==> src/rtl/pipe_pkg.sv <==
// rtl/pipe_pkg.sv - shared constants and FSM state type for the skid pipeline register
//
// Purpose: default payload width and the EMPTY/ONE/TWO state encoding.
// The encoding equals the number of held entries, so occupancy can be
// read straight from the state.
package pipe_pkg;

  localparam int DEFAULT_WIDTH = 64;

  typedef enum logic [1:0] {
    EMPTY = 2'd0,
    ONE   = 2'd1,
    TWO   = 2'd2
  } state_e;

endpackage

==> src/rtl/en_reg.sv <==
// rtl/en_reg.sv - enabled data register with synchronous active-low clear
//
// Purpose: WIDTH-bit register loaded with d when en is high. It is forced
// to RESET_VAL when clr_n is low, and clr_n has priority over en.
// Ports:
//   clk    in   clock, rising edge
//   clr_n  in   synchronous clear, active low
//   en     in   load enable
//   d      in   WIDTH  next value
//   q      out  WIDTH  registered value
module en_reg #(
  parameter int               WIDTH     = 64,
  parameter logic [WIDTH-1:0] RESET_VAL = '0
) (
  input  logic             clk,
  input  logic             clr_n,
  input  logic             en,
  input  logic [WIDTH-1:0] d,
  output logic [WIDTH-1:0] q
);

  always_ff @(posedge clk) begin
    if (!clr_n) begin
      q <= RESET_VAL;
    end else if (en) begin
      q <= d;
    end
  end

endmodule

==> src/rtl/pipe_reg_skid.sv <==
// rtl/pipe_reg_skid.sv - two-entry skid-buffered pipeline register with flush
//
// Purpose: full-throughput valid/ready register slice. in_ready depends
// only on local state, so no combinational path runs from out_ready back
// to in_ready. A second (skid) entry absorbs the word that arrives in the
// cycle the consumer stalls.
// Ports:
//   clk        in   clock, rising edge
//   reset_n    in   synchronous reset, active low
//   flush      in   synchronous discard of all held entries
//   in_valid   in   producer has in_data
//   in_ready   out  block accepts in_data this cycle
//   in_data    in   WIDTH  incoming payload
//   out_valid  out  out_data is a valid entry
//   out_ready  in   consumer takes out_data this cycle
//   out_data   out  WIDTH  oldest held payload
//   occupancy  out  2      held entries (0..2)
module pipe_reg_skid
  import pipe_pkg::*;
#(
  parameter int               WIDTH     = DEFAULT_WIDTH,
  parameter logic [WIDTH-1:0] RESET_VAL = '0
) (
  input  logic             clk,
  input  logic             reset_n,
  input  logic             flush,
  input  logic             in_valid,
  output logic             in_ready,
  input  logic [WIDTH-1:0] in_data,
  output logic             out_valid,
  input  logic             out_ready,
  output logic [WIDTH-1:0] out_data,
  output logic [1:0]       occupancy
);

  state_e           state;
  state_e           state_nxt;
  logic             in_xfer;
  logic             out_xfer;
  logic             clr_n;
  logic             main_en;
  logic             skid_en;
  logic [WIDTH-1:0] main_d;
  logic [WIDTH-1:0] main_q;
  logic [WIDTH-1:0] skid_q;

  // Both reset and flush clear the data registers back to RESET_VAL.
  assign clr_n     = reset_n && !flush;

  // in_ready is gated by reset and flush, so a flushed input never counts as a transfer.
  assign in_ready  = clr_n && (state != TWO);
  assign out_valid = (state != EMPTY);
  assign out_data  = main_q;
  assign occupancy = state;

  assign in_xfer   = in_valid && in_ready;
  assign out_xfer  = out_valid && out_ready;

  always_comb begin
    state_nxt = state;
    main_en   = 1'b0;
    main_d    = in_data;
    skid_en   = 1'b0;
    case (state)
      EMPTY: begin
        if (in_xfer) begin
          state_nxt = ONE;
          main_en   = 1'b1;
        end
      end
      ONE: begin
        if (in_xfer && out_xfer) begin
          main_en   = 1'b1;
        end else if (in_xfer) begin
          // Consumer stalled: park the new word behind main.
          state_nxt = TWO;
          skid_en   = 1'b1;
        end else if (out_xfer) begin
          state_nxt = EMPTY;
        end
      end
      TWO: begin
        // in_ready is low here, so skid is only drained and never written.
        if (out_xfer) begin
          state_nxt = ONE;
          main_en   = 1'b1;
          main_d    = skid_q;
        end
      end
      default: state_nxt = EMPTY;
    endcase
  end

  // A same-cycle output transfer under flush still completes, because the
  // consumer has already sampled main. Going to EMPTY retires it.
  always_ff @(posedge clk) begin
    if (!reset_n || flush) begin
      state <= EMPTY;
    end else begin
      state <= state_nxt;
    end
  end

  en_reg #(.WIDTH(WIDTH), .RESET_VAL(RESET_VAL)) u_main (
    .clk   (clk),
    .clr_n (clr_n),
    .en    (main_en),
    .d     (main_d),
    .q     (main_q)
  );

  en_reg #(.WIDTH(WIDTH), .RESET_VAL(RESET_VAL)) u_skid (
    .clk   (clk),
    .clr_n (clr_n),
    .en    (skid_en),
    .d     (in_data),
    .q     (skid_q)
  );

endmodule
==> config.mk <==
export PLATFORM = sky130hd
export DESIGN_NAME = pipe_reg_skid
export DESIGN_NICKNAME = d
export VERILOG_FILES = /design/src/rtl/pipe_pkg.sv /design/src/rtl/en_reg.sv /design/src/rtl/pipe_reg_skid.sv
export SDC_FILE = /design/constraint.sdc
export NUM_CORES = 1
export LEC_CHECK = 0
export ABC_AREA = 1
export BUFFER_PORTS_ARGS = -buffer_cell sky130_fd_sc_hd__buf_2
export CELL_PAD_IN_SITES_DETAIL_PLACEMENT = 0
export CELL_PAD_IN_SITES_GLOBAL_PLACEMENT = 2
export CORE_ASPECT_RATIO = 1.4
export CORE_UTILIZATION = 30
export DETAILED_ROUTE_END_ITERATION = 6
export GPL_TIMING_DRIVEN = 0
export PLACE_DENSITY_LB_ADDON = 0.1
export REMOVE_ABC_BUFFERS = 1
export SLEW_MARGIN = 20
export SYNTH_ARGS = -nofsm -noshare
export SYNTH_HDL_FRONTEND = slang
export SYNTH_SLANG_ARGS = --single-unit
==> constraint.sdc <==
create_clock -name clk -period 2.08 [get_ports clk]
set_input_delay 0.416 -clock clk [delete_from_list [all_inputs] [get_ports clk]]
set_output_delay 0.416 -clock clk [all_outputs]
set_load 0.03 [all_outputs]
==> results.sh, run 1 <==
export IMPL_synth_area_leaders="dfxtp_1 (44%), nand2_1 (19%), nand3_1 (8.9%)"
export IMPL_die_h_um=168.2
export IMPL_hpwl_mm=10.15
export IMPL_fp_coreArea_um2=19290
export IMPL_root_buffer="clkbuf_16"
export IMPL_end_kind="register"
export IMPL_required_ns=2.37
export IMPL_grt_max_degree=66
export IMPL_cts_path_max_buffers=2
export IMPL_synth_seq_area_share=0.4397
export IMPL_port_buffers=136
export IMPL_wl_per_cell_um=13.62
export IMPL_clock_sinks=130
export IMPL_drc=0
export IMPL_top_layer="met5"
export IMPL_first_pass_iters=4
export IMPL_cts_tree="built"
export IMPL_final_common_cell="nand2_1"
export IMPL_dr_wl_met3_um=923
export IMPL_grt_pass1_wl_mm=27.91
export IMPL_hp_class="input pin to register"
export IMPL_power_density_nw_per_um2=801.2
export IMPL_final_max_slew_violation_count=0
export IMPL_antenna_found_initial=1
export IMPL_clk_insertion_delay_late_ns=0.41
export IMPL_syn_area_um2=5918
export IMPL_final_cell_mix="nand2_1 (299), buf_2 (135), nor2_1 (130), dfxtp_1 (130), nand3_1 (105)"
export IMPL_met2_length_mm=8.804
export IMPL_routed_wirelength_mm=17.58
export IMPL_cts_made_buffers=17
export IMPL_setup_violations=0
export IMPL_min_period_ns=1.911
export IMPL_insertedDiodeCount=0
export IMPL_ys_seq_elements=130
export IMPL_postCtsHoldBufs=0
export IMPL_met1_length_mm=7.669
export IMPL_arrival_ns=2.20
export IMPL_ys_types=17
export IMPL_syn_area_per_cell_um2=6.384
export IMPL_via_per_inst=4.410
export IMPL_fin_crit_sh=0.9186
export IMPL_rows=60
export IMPL_worstPathMaxFanout=41
export IMPL_grt_pass1_vias=5435
export IMPL_hold_viol=0
export IMPL_htree_levels=4
export IMPL_fin_util=0.3923
export IMPL_maxCapViolCount=0
export IMPL_yosys_warnings=0
export IMPL_nets=1100
export IMPL_synth_top_cell_area_share=0.4397
export IMPL_drt_iter0_markers=262
export IMPL_p_leak_nw=3.603
export IMPL_rsz0062_at_grt="false"
export IMPL_layout_drive_gt1_share=0.1879
export IMPL_slew_headroom=0.5705
export IMPL_yosys_area_top_type="dfxtp_1"
export IMPL_start_util=0.3067
export IMPL_ioPinCount=137
export IMPL_post_place_cells=1255
export IMPL_dr_total_vias=5693
export IMPL_ant_nets=0
export IMPL_area_growth_pct=27.89
export IMPL_outcome="completed"
export IMPL_dieArea_um2=20300
export IMPL_globalRouteOverflowTotal=0
export IMPL_timing_fmax_mhz=523.4
export IMPL_fp_dieW_um=120.7
export IMPL_synthCells=927
export IMPL_gp_congestion=0.6535
export IMPL_clkTransAtPathRegs_ns=0.06
export IMPL_worst_hold_slack_ns=0.2784
export IMPL_grtUsageTotal=0.1767
export IMPL_crit_type="register to register"
export IMPL_worst_clock_skew_ns=0.007834
export IMPL_stdcell_count=1291
export IMPL_worst_slew_pin_slew_ns=0.6443
export IMPL_cp_start_kind="register"
export IMPL_max_vdd_ir_drop_v=0.0004465
[path summary, 6_finish.rpt]
kind	startpoint	end	slack [ns]	cells after the start
worst max-delay path	occupancy[0]	u_skid.q[26]	0.17	7
worst min-delay path	in_data[57]	u_skid.q[57]	0.28	3
worst min register to register	u_skid.q[53]	u_skid.q[53]	0.46	2
worst max register to register	occupancy[0]	u_skid.q[26]	0.17	7
[routing by layer]
| layer | up-vias | GRT usage |
|---|---|---|
| li1 | 3046 | - |
| met1 | 2505 | 0.2090 |
| met2 | 129 | 0.3121 |
| met3 | 11 | 0.04167 |
| met4 | 2 | 0.05529 |
| met5 | - | 0 |
[stage by stage]
stage          setup slack [ns]  cell area, um2  total power [mW]  setup TNS (ns)
2_1_floorplan            -2.860            5602             2.890         -363.19
3_3_place_gp             -7.178            6593             3.120         -897.99
3_5_place_dp             -1.091            6895             3.132          -88.06
4_1_cts                 0.01059            7531             6.166               0
5_1_grt                 0.02197            7569             6.342               0
6_report                 0.1693            7569             6.064               0
[kinds of logic (layout without fill, tap and decap cells)]
group | Yosys count | after routing | share of synthesized area
buf+inv | 164 | 279 | 0.1150
simple gates | 542 | 543 | 0.3677
compound gates | 91 | 91 | 0.07759
flops | 130 | 130 | 0.4397
[where the power goes]
group	switching [mW]	internal [mW]
Combinational	0.359	0.185
Sequential	0.0171	2.52
Clock	1.16	1.82
[state kept, by name, indices dropped and copies added, names as in the netlist]
register,count
u_main.q,64
u_skid.q,64
occupancy,2
[cells in the mapped netlist (all sizes together)]
cell	count
buf	43
nand2	304
o21ai	25
clkbuf	24
a31oi	1
o31ai	1
dfxtp	130
nand3	105
a21oi	64
inv	97
nor2	133
[timing repair]
item | 4_1_cts | 5_1_grt
setup endpoints to repair | 103 | 42
hold endpoints to repair | 0 | 0
cloned | 1 | 2
setup buffers | 2 | 0
pin swaps | 3 | 0
resized for setup | 6 | 3
[final cells by class]
| cell class | instances | area (um2) |
|---|---|---|
| inverters | 97 | 390.4 |
| repair buffers | 149 | 955.9 |
| flip-flops and latches | 130 | 2603 |
| well taps | 248 | 310.3 |
| clock buffers | 19 | 452.9 |
| repair inverters | 2 | 17.52 |
| fillers | 2117 | 11730 |
| multi-input cells | 634 | 2704 |
| clock inverters | 12 | 135.1 |
[worst max-delay path, stage by stage (launching register included)]
cell and delay, ns:
dfxtp_1 0.43, inv_2 0.10, nor2_4 0.43, buf_12 0.26, nand2_8 0.16, buf_12 0.22
nand2_1 0.08, a21oi_1 0.06
Power figures use the tool's default switching activity.
==> run 2: changes to the inputs <==
--- a/config.mk
+++ b/config.mk
@@ -5,12 +5,11 @@
 export SDC_FILE = /design/constraint.sdc
 export NUM_CORES = 1
 export LEC_CHECK = 0
-export ABC_AREA = 1
 export BUFFER_PORTS_ARGS = -buffer_cell sky130_fd_sc_hd__buf_2
 export CELL_PAD_IN_SITES_DETAIL_PLACEMENT = 0
 export CELL_PAD_IN_SITES_GLOBAL_PLACEMENT = 2
 export CORE_ASPECT_RATIO = 1.4
-export CORE_UTILIZATION = 30
+export CORE_UTILIZATION = 33
 export DETAILED_ROUTE_END_ITERATION = 6
 export GPL_TIMING_DRIVEN = 0
 export PLACE_DENSITY_LB_ADDON = 0.1
==> run 2 against run 1 <==
Global-route usage increased by 4.7 points. Highest routed layer is now met4. Critical endpoint is now out_valid. Clock-buffer cell count increased by 4. Synthesized area decreased by 3.1%. Clock power increased by 2%. Wire length increased by 15%. Cell count decreased by 20%. Maximum frequency decreased by 4.1%. Non-clock buffer count increased by 14. Critical path depth decreased by 4. Flip-flop and latch count unchanged. Critical path type is now register to output port. Setup slack got worse by 0.081 ns.
==> results.sh, run 2 <==
export IMPL_clkPwrFrac=0.494
export IMPL_grtUsageTotal=0.2239
export IMPL_min_period_ns=1.992
export IMPL_via_per_inst=5.842
export IMPL_fp_dieW_um=113.4
export IMPL_drc=0
export IMPL_grt_pass1_wl_mm=30.98
export IMPL_rsz0062_at_grt="false"
export IMPL_port_buffers=136
export IMPL_layout_drive_gt1_share=0.2585
export IMPL_synth_seq_area_share=0.4540
export IMPL_cp_start_kind="register"
export IMPL_slew_headroom=0.4449
export IMPL_final_max_slew_violation_count=0
export IMPL_setup_violations=0
export IMPL_p_sw_frac=0.2439
export IMPL_routed_wirelength_mm=20.18
export IMPL_ys_types=21
export IMPL_hold_path_cell_count=3
export IMPL_worstPathMaxFanout=68
export IMPL_arrival_ns=1.58
export IMPL_area_growth_pct=28.39
export IMPL_stdcell_count=1030
export IMPL_power_density_nw_per_um2=831.9
export IMPL_grt_pass1_vias=5582
export IMPL_synth_flop_cell="dfxtp_1"
export IMPL_required_ns=1.66
export IMPL_die_h_um=158.0
export IMPL_postCtsHoldBufs=0
export IMPL_p_seq_frac=0.416
export IMPL_fp_coreArea_um2=16890
export IMPL_dieArea_um2=17910
export IMPL_clock_sinks=130
export IMPL_dr_total_vias=6017
export IMPL_worstRegToRegCells=5
export IMPL_cts_tree="built"
export IMPL_yosys_warnings=0
export IMPL_rows=56
export IMPL_synth_top_cell_area_share=0.4540
export IMPL_end_kind="output port"
export IMPL_ant_nets=0
export IMPL_max_vdd_ir_drop_v=0.0003749
export IMPL_start_util=0.3395
export IMPL_first_pass_iters=7
export IMPL_combPwrFrac=0.090
export IMPL_final_common_cell="buf_2"
export IMPL_synthTopCellsByCount="nand2_1 (131), dfxtp_1 (130), a311oi_1 (128)"
export IMPL_synth_async_sr_flop_share=0
export IMPL_synth_area_leaders="dfxtp_1 (45%), a311oi_1 (20%), nand2_1 (8.6%)"
export IMPL_p_leak_nw=2.734
export IMPL_cts_path_max_buffers=2
export IMPL_p_int_mw=4.630
export IMPL_final_area_um2=7361
export IMPL_hpwl_mm=11.16
export IMPL_hp_class="input pin to register"
export IMPL_htree_levels=4
export IMPL_post_place_cells=992
export IMPL_ioPinCount=137
export IMPL_globalRouteOverflowTotal=0
export IMPL_worst_clock_skew_ns=0.006945
export IMPL_root_buffer="clkbuf_16"
export IMPL_clkTransAtPathRegs_ns=0.06
export IMPL_crit_type="register to output port"
export IMPL_clk_insertion_delay_late_ns=0.42
export IMPL_drt_iter0_markers=631
export IMPL_yosys_area_top_type="dfxtp_1"
export IMPL_yosysMostFrequentCell="nand2_1"
export IMPL_wl_per_cell_um=19.59
export IMPL_worst_hold_slack_ns=0.2580
export IMPL_hold_viol=0
export IMPL_finalSetupTns_ns=0
export IMPL_switchingPower_mw=1.494
export IMPL_grt_max_degree=68
export IMPL_nets=853
export IMPL_synthCells=693
export IMPL_p_total_mw=6.123
export IMPL_worst_slew_pin_slew_ns=0.8326
export IMPL_placed_area_um2=6700
export IMPL_ys_seq_elements=130
export IMPL_gp_congestion=0.6929
export IMPL_synth_edf_count=0
export IMPL_outcome="completed"
export IMPL_syn_area_per_cell_um2=8.273
export IMPL_final_cell_mix="buf_2 (136), nand2_1 (131), a311oi_1 (128), dfxtp_1 (128), a21oi_1 (66)"
export IMPL_cts_made_buffers=17
export IMPL_syn_area_um2=5733
export IMPL_maxCapViolCount=0
export IMPL_antenna_found_initial=2
export IMPL_fin_crit_sh=0.9578
export IMPL_timing_fmax_mhz=502.0
==> run 2: changes by cell type after synthesis, moves of 4 or more <==
| cell | before | now |
|---|---|---|
| nand2_1 | 303 | 131 |
| nor2_1 | 132 | 1 |
| a311oi_1 | 0 | 128 |
| inv_1 | 92 | 1 |
| o21ai_1 | 5 | 64 |
| nand3_1 | 105 | 64 |
| o21ai_0 | 20 | 0 |
| clkbuf_1 | 24 | 42 |
| buf_2 | 40 | 48 |
| inv_2 | 5 | 1 |
==> run 2: layout make-up <==
| class | instances | area, um2 |
|---|---|---|
| antenna | 1 | 2.502 |
| clock buffer | 23 | 498.0 |
| clock inverter | 9 | 102.6 |
| tap | 232 | 290.3 |
| multi-input combinational | 470 | 2766 |
| fill | 1711 | 9525 |
| timing repair buffer | 163 | 1079 |
| inverter | 2 | 15.01 |
| sequential | 130 | 2608 |
==> run 2: per-layer routing <==
metal  global-route usage  part of all wire
met2               0.3386              0.46
met5                    0                 0
met1               0.3032              0.46
met4              0.08897             0.015
met3              0.05743             0.066
==> run 2: power groups by stage <==
stage                     Combinational, mW  Clock [mW]  Sequential [mW]
after floorplan                       0.214           0             2.66
after global placement                0.480           0             2.60
after detailed placement              0.540           0             2.60
after CTS                             0.545        3.09             2.55
after global routing                  0.592        3.20             2.55
final                                 0.551        3.03             2.55
==> run 2: path summary, 6_finish.rpt <==
check	startpoint	end	slack, ns
max	occupancy[1]	out_valid	0.09
min	in_data[37]	u_skid.q[37]	0.26
max reg2reg	occupancy[1]	u_main.q[26]	0.12
min reg2reg	u_skid.q[29]	u_skid.q[29]	0.48
==> run 2: kinds of logic after synthesis <==
| kind of cell | after synthesis | synth area share |
|---|---|---|
| AOI/OAI and AO/OA | 261 | 0.3138 |
| and+or+nand+nor | 205 | 0.1545 |
| DFF | 130 | 0.4540 |
| muxes | 1 | 0.001746 |
| buffers and inverters | 96 | 0.07595 |
==> run 2: stage by stage <==
step             util  worst slack [ns]
6_report       0.4359           0.08781
3_5_place_dp   0.3968           -0.3867
3_3_place_gp   0.3717            -6.209
4_1_cts        0.4341          0.001064
5_1_grt        0.4358           0.01782
2_1_floorplan       -            -2.593
==> run 2: worst max-delay path: stages, from the launching register on <==
cell and delay, ns:
dfxtp_2 0.55, inv_8 0.26, nand2_1 0.12, buf_2 0.20
==> run 2: what timing repair did <==
action	4_1_cts	5_1_grt
setup buffers	1	1
gates resized for setup	5	1
cloned	1	2
pin swaps	1	0
setup endpoints to repair	82	57
==> run 3: changes to the inputs <==
--- a/config.mk
+++ b/config.mk
@@ -9,9 +9,11 @@
 export CELL_PAD_IN_SITES_DETAIL_PLACEMENT = 0
 export CELL_PAD_IN_SITES_GLOBAL_PLACEMENT = 2
 export CORE_ASPECT_RATIO = 1.4
+export CORE_MARGIN = 3
 export CORE_UTILIZATION = 33
 export DETAILED_ROUTE_END_ITERATION = 6
 export GPL_TIMING_DRIVEN = 0
+export MAX_ROUTING_LAYER = met4
 export PLACE_DENSITY_LB_ADDON = 0.1
 export REMOVE_ABC_BUFFERS = 1
 export SLEW_MARGIN = 20
==> run 3 against run 2 <==
Setup slack gained 0.038 ns. Core utilization is 0.32 points higher. Critical path depth increased by 3. First-iteration DRC count grew 11%. Clock power up 6%. Non-clock buffer count increased by 2. Sequential share of layout area decreased by 0.22 points. Via count decreased by 0.28%. Cell count grew 0.29%. Sequential power is essentially flat. Register-to-register slack hardly changed. Die area up 6.1%.
==> results.sh, run 3 (synthesized netlist as in run 2, its figures left out) <==
export IMPL_grt_pass1_vias=5814
export IMPL_r2r_slack_ns=0.13
export IMPL_fillers=1690
export IMPL_clkTransAtPathRegs_ns=0.06
export IMPL_hp_class="input pin to register"
export IMPL_arrival_ns=2.23
export IMPL_hold_path_cell_count=3
export IMPL_nets=855
export IMPL_grt_pass1_wl_mm=32.36
export IMPL_timing_fmax_mhz=511.7
export IMPL_worst_clock_skew_ns=0.005375
export IMPL_crit_buf_inv=3
export IMPL_required_ns=2.36
export IMPL_final_common_cell="buf_2"
export IMPL_worst_hold_slack_ns=0.2534
export IMPL_cts_tree="built"
export IMPL_crit_path_top_delay_cell="dfxtp_4"
export IMPL_drc=0
export IMPL_final_cell_mix="buf_2 (136), nand2_1 (131), a311oi_1 (128), dfxtp_1 (128), a21oi_1 (66)"
export IMPL_rsz0062_at_grt="false"
export IMPL_hold_viol=0
export IMPL_maxCapViolCount=0
export IMPL_min_period_ns=1.954
export IMPL_cp_start_kind="register"
export IMPL_max_vdd_ir_drop_v=0.0003571
export IMPL_grtUsageTotal=0.2187
export IMPL_via_per_inst=5.808
export IMPL_path_delay_family="buffers and inverters"
export IMPL_setup_violations=0
export IMPL_dr_total_vias=6000
export IMPL_drt_iter0_markers=701
export IMPL_crit_type="register to register"
export IMPL_postCtsHoldBufs=0
export IMPL_area_growth_pct=29.33
export IMPL_dieArea_um2=19010
export IMPL_grt_max_degree=69
export IMPL_globalRouteOverflowTotal=0
export IMPL_ant_nets=0
export IMPL_path_cells="and3b_4 -> buf_12 -> buf_12 -> a31o_4 -> buf_12 -> a311oi_1"
export IMPL_start_util=0.3395
export IMPL_layout_drive_gt1_share=0.2591
export IMPL_fp_coreArea_um2=16890
export IMPL_die_h_um=162.0
export IMPL_fin_util=0.4391
export IMPL_hpwl_mm=11.62
export IMPL_fin_crit_sh=0.9395
export IMPL_final_max_slew_violation_count=0
export IMPL_routed_wirelength_mm=20.33
export IMPL_wl_per_cell_um=19.68
export IMPL_clk_insertion_delay_late_ns=0.42
export IMPL_worst_slew_pin_slew_ns=0.7450
export IMPL_cts_made_buffers=17
export IMPL_antenna_found_initial=2
export IMPL_reg2reg_to="u_main.q[7]"
export IMPL_rows=56
export IMPL_gp_congestion=0.6956
export IMPL_slew_headroom=0.5033
export IMPL_htree_levels=4
export IMPL_worstRegToRegCells=6
export IMPL_power_density_nw_per_um2=849.8
export IMPL_cts_path_max_buffers=2
export IMPL_outcome="completed"
export IMPL_worstHoldStart="in_data[3]"
export IMPL_slowest_delay_ns=0.40
export IMPL_p_leak_nw=2.759
export IMPL_cp_common_cell="buf_12"
export IMPL_port_buffers=136
export IMPL_root_buffer="clkbuf_16"
export IMPL_r2r_start="occupancy[0]"
export IMPL_hold_path_end="u_skid.q[3]"
export IMPL_end_kind="register"
export IMPL_first_pass_iters=5
export IMPL_clock_sinks=130
export IMPL_fp_dieW_um=117.4
export IMPL_ioPinCount=137
export IMPL_worstPathMaxFanout=53
run 3: worst max path at each step:
stage               depth (start not counted)  slack [ns]    startpoint      endpoint
detailed placement                          7       -0.65     out_ready   u_main.q[7]
floorplan                                   3       -2.59  occupancy[0]   u_skid.q[0]
global route                                6        0.04  occupancy[0]  u_main.q[36]
CTS                                         3       0.003  occupancy[1]     out_valid
finish                                      6        0.13  occupancy[0]   u_main.q[7]
global placement                            4       -6.15     out_ready  u_skid.q[10]
run 3: repair_timing:
action                     4_1_cts  5_1_grt
pin swaps                        1        0
buffers inserted                 3        1
resized for setup                4        5
setup endpoints to repair       74       42
cloned                           3        0
run 3: metrics by stage:
stage                     TNS (ns)  instance area [um2]  cells  worst slack, ns  power [mW]
after floorplan            -334.56                 5305    599           -2.593       2.871
after global placement     -718.69                 6276    967           -6.155       3.077
after global routing             0                 7415   1033          0.03657       6.546
final                            0                 7415   1033           0.1258       6.301
after detailed placement    -33.58                 6696    992          -0.6527       3.138
after CTS                        0                 7386   1030         0.002871       6.372
run 3: final cells by class:
cell class | instances | area, um2 | share of cell area
Clock inverter | 10 | 155.1 | 0.02092
Timing Repair Buffer | 165 | 1090 | 0.1470
Antenna cell | 2 | 5.005 | 0.0006750
Sequential cell | 130 | 2610 | 0.3520
Multi-Input combinational cell | 470 | 2775 | 0.3743
Clock buffer | 22 | 474.2 | 0.06396
Tap cell | 232 | 290.3 | 0.03915
Inverter | 2 | 15.01 | 0.002025
run 3: per-layer routing:
layer,vias up,global-route usage,routed length [um]
met5,-,-,0
met4,0,0.07898,325
met3,29,0.05608,1581
met2,264,0.3168,9243
met1,2893,0.2962,9174
li1,2814,-,-
run 3: worst reg2reg max path, delay by kind of cell (launching register included):
| kind | cells | cell delay, ns |
|---|---|---|
| DFF | 1 | 0.40 |
| and+or+nand+nor | 1 | 0.33 |
| AOI/OAI and AO/OA | 2 | 0.33 |
| buffers and inverters | 3 | 0.76 |
run 3: power by group:
part | switching, mW | internal (mW)
Sequential | 0.0222 | 2.52
Combinational | 0.361 | 0.192
Clock | 1.11 | 2.09
